$ cat src/rtl/ula_pkg.sv
// ULA sweep driver shared widths, FSM states and function opcodes.
// ula_ref is the golden ULA used by the ULA_SELF_CHECK_EN build.
package ula_pkg;

  localparam int NB_OP = 2;
  localparam int NB_F = 3;
  localparam int NB_RES = 2;
  localparam int HIST_DEPTH_DEF = 8;

  typedef enum logic [1:0] {
    IDLE,
    CAPTURE,
    DONE
  } state_t;

  localparam logic [NB_F-1:0] F_AND   = 3'b000;
  localparam logic [NB_F-1:0] F_OR    = 3'b001;
  localparam logic [NB_F-1:0] F_ADD   = 3'b010;
  localparam logic [NB_F-1:0] F_UNDEF = 3'b011;
  localparam logic [NB_F-1:0] F_ANDN  = 3'b100;
  localparam logic [NB_F-1:0] F_ORN   = 3'b101;
  localparam logic [NB_F-1:0] F_SUB   = 3'b110;
  localparam logic [NB_F-1:0] F_SLT   = 3'b111;

  function automatic logic [NB_RES-1:0] ula_ref(
    input logic [NB_OP-1:0] a,
    input logic [NB_OP-1:0] b,
    input logic [NB_F-1:0]  f
  );
    logic [NB_OP-1:0] r;
    r = '0;
    case (f)
      F_AND:   r = a & b;
      F_OR:    r = a | b;
      F_ADD:   r = a + b;
      F_ANDN:  r = a & ~b;
      F_ORN:   r = a | ~b;
      F_SUB:   r = a - b;
      F_SLT:   r = NB_OP'(a < b);
      default: r = '0;
    endcase
    return NB_RES'(r);
  endfunction

endpackage

$ cat src/rtl/ula_hist_buf.sv
// Circular result history: newest entry at idx 0.
// Entries at or beyond the saturating count read back as zero.
module ula_hist_buf
  import ula_pkg::*;
#(
  parameter int W     = NB_RES,
  parameter int DEPTH = HIST_DEPTH_DEF,
  parameter int IW    = $clog2(DEPTH)
) (
  input  logic          clk,
  input  logic          rst,
  input  logic          push,
  input  logic [W-1:0]  din,
  input  logic [IW-1:0] idx,
  output logic [W-1:0]  dout
);

  logic [W-1:0]  mem [DEPTH];
  logic [IW-1:0] wptr;
  logic [IW:0]   count;
  logic [IW-1:0] rd;

  always_ff @(posedge clk) begin
    if (rst) begin
      wptr  <= '0;
      count <= '0;
    end else if (push) begin
      wptr <= wptr + IW'(1);
      if (count != (IW+1)'(DEPTH))
        count <= count + (IW+1)'(1);
    end
  end

  always_ff @(posedge clk) begin
    if (push)
      mem[wptr] <= din;
  end

  assign rd = wptr - IW'(1) - idx;

  always_comb begin
    dout = '0;
    if ({1'b0, idx} < count)
      dout = mem[rd];
  end

endmodule

$ cat src/rtl/ula_sweep_driver.sv
// ULA initiator: single op or 16-combination sweep, checksum and history.
// Define ULA_SELF_CHECK_EN to add the reference-model mismatch ports.
module ula_sweep_driver
  import ula_pkg::*;
#(
  parameter int NBITS_OPERADORES = NB_OP,
  parameter int NBITS_F          = NB_F,
  parameter int NBITS_RESULTADO  = NB_RES,
  parameter int HIST_DEPTH       = HIST_DEPTH_DEF
) (
  input  logic                          clk_2,
  input  logic                          reset,
  input  logic                          start,
  input  logic                          mode,
  input  logic [NBITS_OPERADORES-1:0]   a_in,
  input  logic [NBITS_OPERADORES-1:0]   b_in,
  input  logic [NBITS_F-1:0]            f_in,
  output logic [NBITS_OPERADORES-1:0]   alu_a,
  output logic [NBITS_OPERADORES-1:0]   alu_b,
  output logic [NBITS_F-1:0]            alu_f,
  input  logic [NBITS_RESULTADO-1:0]    alu_y,
  output logic                          busy,
  output logic                          done,
  output logic                          err,
  output logic [NBITS_RESULTADO-1:0]    result,
  output logic [7:0]                    checksum,
  input  logic [$clog2(HIST_DEPTH)-1:0] hist_idx,
`ifdef ULA_SELF_CHECK_EN
  output logic                          mismatch,
  output logic [7:0]                    mismatch_cnt,
`endif
  output logic [NBITS_RESULTADO-1:0]    hist_data
);

  localparam int PW = 2 * NBITS_OPERADORES;

  state_t        state, state_next;
  logic          start_q;
  logic          start_rise;
  logic          sweep;
  logic [PW-1:0] pair;
  logic          last;

  assign start_rise = start & ~start_q;
  assign pair       = {alu_a, alu_b};
  assign last       = &pair;
  assign busy       = (state == CAPTURE);
  assign done       = (state == DONE);

  always_ff @(posedge clk_2) begin
    if (reset) state <= IDLE;
    else       state <= state_next;
  end

  always_comb begin
    state_next = state;
    unique case (state)
      IDLE: begin
        if (start_rise)
          state_next = (f_in == F_UNDEF) ? DONE : CAPTURE;
      end
      CAPTURE: begin
        if (!sweep || last)
          state_next = DONE;
      end
      default: state_next = IDLE;
    endcase
  end

  always_ff @(posedge clk_2) begin
    if (reset) begin
      start_q  <= 1'b0;
      sweep    <= 1'b0;
      alu_a    <= '0;
      alu_b    <= '0;
      alu_f    <= '0;
      err      <= 1'b0;
      result   <= '0;
      checksum <= '0;
    end else begin
      start_q <= start;
      unique case (state)
        IDLE: begin
          if (start_rise) begin
            if (f_in == F_UNDEF) begin
              err <= 1'b1;
            end else begin
              alu_f    <= f_in;
              err      <= 1'b0;
              checksum <= '0;
              sweep    <= mode;
              alu_a    <= mode ? '0 : a_in;
              alu_b    <= mode ? '0 : b_in;
            end
          end
        end
        CAPTURE: begin
          result   <= alu_y;
          checksum <= checksum + 8'(alu_y);
          if (sweep && !last)
            {alu_a, alu_b} <= pair + PW'(1);
        end
        default: ;
      endcase
    end
  end

  ula_hist_buf #(
    .W     (NBITS_RESULTADO),
    .DEPTH (HIST_DEPTH)
  ) u_hist (
    .clk  (clk_2),
    .rst  (reset),
    .push (busy),
    .din  (alu_y),
    .idx  (hist_idx),
    .dout (hist_data)
  );

`ifdef ULA_SELF_CHECK_EN
  logic [NBITS_RESULTADO-1:0] y_exp;

  assign y_exp = ula_ref(alu_a, alu_b, alu_f);

  always_ff @(posedge clk_2) begin
    if (reset) begin
      mismatch     <= 1'b0;
      mismatch_cnt <= '0;
    end else if (state == IDLE && start_rise) begin
      mismatch <= 1'b0;
    end else if (busy && alu_y != y_exp) begin
      mismatch <= 1'b1;
      if (mismatch_cnt != 8'hff)
        mismatch_cnt <= mismatch_cnt + 8'd1;
    end
  end
`endif

endmodule

$ cat config.mk
export PLATFORM = sky130hd
export DESIGN_NAME = ula_sweep_driver
export DESIGN_NICKNAME = d
export VERILOG_FILES = /design/src/rtl/ula_pkg.sv /design/src/rtl/ula_hist_buf.sv /design/src/rtl/ula_sweep_driver.sv
export SDC_FILE = /design/constraint.sdc
export NUM_CORES = 1
export LEC_CHECK = 0
export ABC_AREA = 0
export CORE_MARGIN = 3
export CORE_UTILIZATION = 56
export DETAILED_ROUTE_END_ITERATION = 6
export GPL_ROUTABILITY_DRIVEN = 0
export PLACE_DENSITY = 0.9
export REMOVE_ABC_BUFFERS = 1
export SLEW_MARGIN = 25
export SYNTH_ARGS = -nofsm -noshare
export SYNTH_HDL_FRONTEND = slang
export SYNTH_HIERARCHICAL = 1
export SYNTH_SLANG_ARGS = --single-unit
export TNS_END_PERCENT = 30
$ cat constraint.sdc
create_clock -name clk_2 -period 4.3 [get_ports clk_2]
set_input_delay 0.645 -clock clk_2 [delete_from_list [all_inputs] [get_ports clk_2]]
set_output_delay 0.645 -clock clk_2 [all_outputs]
set_load 0.01 [all_outputs]
==> flow_summary.json <==
{
  "wl_um": 4428,
  "vias": 1682,
  "ant_nets": 0,
  "drv_slew": 0,
  "antenna_found_initial": 0,
  "worstSetupStartpoint": "hist_idx[0]",
  "hold_buffers": 0,
  "core_um2": 3716,
  "cap_violations": 0,
  "startpoint_type": "input port",
  "path_clk_slew_ns": 0.08,
  "status": "completed",
  "synth.distinct_cells": 44,
  "synth_edf_count": 16,
  "antennaDiodeCount": 0,
  "avgSynthCellArea_um2": 10.67,
  "die-height_um": 68.34,
  "io-pin-count": 38,
  "netlist_area_um2": 2176,
  "rsz0062_at_grt": "no",
  "yosysSeqAreaShare": 0.4876,
  "cts_tree": "done",
  "cts_setup_buffers": 0,
  "area_growth_pct": 24.04,
  "synth_area_leader_cell": "dfxtp_1",
  "worstPathRequired_ns": 3.65,
  "synth-seq-cells": 45,
  "track_usage": 0.2111,
  "end_kind": "primary output",
  "timing.slew.headroom": 0.4398,
  "hold_path.class": "reg -> reg",
  "synth_flop_cell": "dfxtp_1",
  "worstSkewPairLatency_ns": 0.30,
  "crit_fanout": 4,
  "drt_iter0_drc": 55,
  "clock-sinks": 45,
  "final_layout_size_suffix_gt1_frac": 0.06967,
  "min_period_over_period": 0.8284,
  "drcViolationCount": 0,
  "start_util": 0.5855,
  "ys_warn_count": 6,
  "endpoint": "hist_data[0]",
  "clock_skew_ns": 0.007466,
  "numCtsBuffers": 5,
  "dpl.hpwl_um": 3206,
  "total_power_mw": 0.9104,
  "finalSetupViolations": 0,
  "worstPathArrival_ns": 2.92,
  "regToRegSetupSlack_ns": 2.36,
  "cts_max_level": 2,
  "grt_pass1_vias": 1633,
  "hold_viol_final": 0,
  "fin_nets": 270,
  "fin_crit_ns": 3.562,
  "synthArstFlopShare": 0,
  "clock.fmax_mhz": 280.7,
  "synth_top_area_share": 0.2668,
  "tns_ns": 0,
  "wl_per_cell_um": 15.16,
  "vias_per_cell": 5.760,
  "pre_cts_slack_ns": 0.7281,
  "worst_r2r_endpoint": "u_hist/mem[4][0]",
  "critPathKind": "in -> out",
  "io_buffers": 37,
  "power.leakage_nw": 1.001,
  "die-area_um2": 4670,
  "grt_pass1_wl_um": 7272,
  "die_w_um": 68.34,
  "peakVddDrop_mv": 0.2636,
  "row_count": 22,
  "utilization": 0.7263,
  "dr.pass1.iters": 4,
  "syn-instance-count": 204,
  "powerDensity_nw_per_um2": 337.3,
  "cts_resized": 0,
  "reg2regPathDepth": 4,
  "grt_start_max_net_pins": 25,
  "synth_area_leaders": "dfxtp_1 (27%), edfxtp_1 (22%), ha_1 (5.2%)",
  "rr_startpoint": "state[1]",
  "layout_setup_ws_ns": 0.7377,
  "clk_path_buf_depth": 2,
  "cts_root_buf": "clkbuf_8",
  "overflow": 0,
  "worst_slew_pin_slew_ns": 0.8377
}
cells by family (layout without fill, tap and decap cells):
| logic type | count (synthesis) | count (layout) | synth area share |
|---|---|---|---|
| AOI/OAI and AO/OA | 35 | 35 | 0.1081 |
| xor gates and xnor gates | 8 | 8 | 0.03566 |
| adders and majority gates | 11 | 11 | 0.07016 |
| buffers and inverters | 12 | 52 | 0.02242 |
| DFF | 45 | 45 | 0.4876 |
| muxes | 7 | 7 | 0.06210 |
| and+or+nand+nor | 86 | 86 | 0.2139 |
critical path: stages:
cell,delay (ns)
clkdlybuf4s50_1,0.47
inv_1,0.04
ha_1,0.20
fa_1,0.57
mux4_1,0.30
mux2i_1,0.16
a21oi_1,0.05
clkdlybuf4s50_1,0.47
placed cells by master, fill, tap and decap left out, types with 6 or more instances in the layout:
cell and count:
dfxtp_1 29, ha_1 9, nand2_1 20, inv_1 6, clkdlybuf4s50_1 37, a21oi_1 13
nor2_1 24, nor3_1 7, edfxtp_1 16
cell usage after synthesis (2+ instances only):
| cell type | count |
|---|---|
| or4_1 | 4 |
| or3_1 | 2 |
| mux2i_1 | 3 |
| nand3b_1 | 2 |
| fa_1 | 2 |
| ha_1 | 9 |
| o211ai_1 | 4 |
| edfxtp_1 | 16 |
| o21ai_0 | 5 |
| buf_2 | 2 |
| nand3_1 | 4 |
| xnor2_1 | 4 |
| a22oi_1 | 3 |
| nand4_1 | 2 |
| nand2_1 | 20 |
| nand2b_1 | 5 |
| a21oi_1 | 13 |
| inv_1 | 6 |
| and3_1 | 2 |
| nor3_1 | 7 |
| nor2_1 | 24 |
| dfxtp_1 | 29 |
| xor2_1 | 3 |
| clkbuf_1 | 2 |
| nor3b_1 | 5 |
| a21o_1 | 4 |
| mux4_1 | 4 |
| nor2b_1 | 2 |
metrics by stage:
step	area, um^2	hold slack, ns	instances
floorplan	2153	0.4304	199
global placement	2584	0.4441	284
detailed placement	2584	0.4692	284
CTS	2699	0.4814	292
global route	2699	0.5129	292
finish	2699	0.4760	292
worst min path at each step:
stage	from	to	slack (ns)	depth (start not counted)
final	result[0]	result[0]	0.48	2
after global routing	sweep	sweep	0.51	2
after CTS	result[0]	result[0]	0.48	2
after detailed placement	result[0]	result[0]	0.47	2
after global placement	sweep	sweep	0.44	2
after floorplan	sweep	sweep	0.43	2
per-layer routing:
metal  track usage  routed length [um]  vias to the layer above
li1              -                   -                      822
met1        0.2487                1875                      808
met2        0.3514                2260                       42
met3       0.06404                 188                       10
met4       0.09677                 104                        0
met5             0                   0                        -
power breakdown:
| part | internal, mW | total [mW] | switching (mW) |
|---|---|---|---|
| logic | 0.0653 | 0.126 | 0.0602 |
| registers | 0.452 | 0.466 | 0.0132 |
| clock network | 0.174 | 0.319 | 0.145 |
flip-flops by register name (all words and copies together), names as in the netlist:
| name | cells |
|---|---|
| u_hist/mem | 16 |
| checksum | 8 |
| u_hist/count | 4 |
| alu_f | 3 |
| u_hist/wptr | 3 |
| alu_a | 2 |
| alu_b | 2 |
| result | 2 |
| state | 2 |
| err | 1 |
| start_q | 1 |
| sweep | 1 |
final cells by class:
| cell class | count | area [um^2] |
|---|---|---|
| inverters | 7 | 26.28 |
| flip-flops and latches | 45 | 1061 |
| repair buffers | 37 | 370.4 |
| fillers | 257 | 1017 |
| clock inverters | 3 | 46.29 |
| clock buffers | 5 | 68.82 |
| multi-input cells | 147 | 1066 |
| well taps | 48 | 60.06 |
No activity file was read; power rests on OpenSTA's default activity.
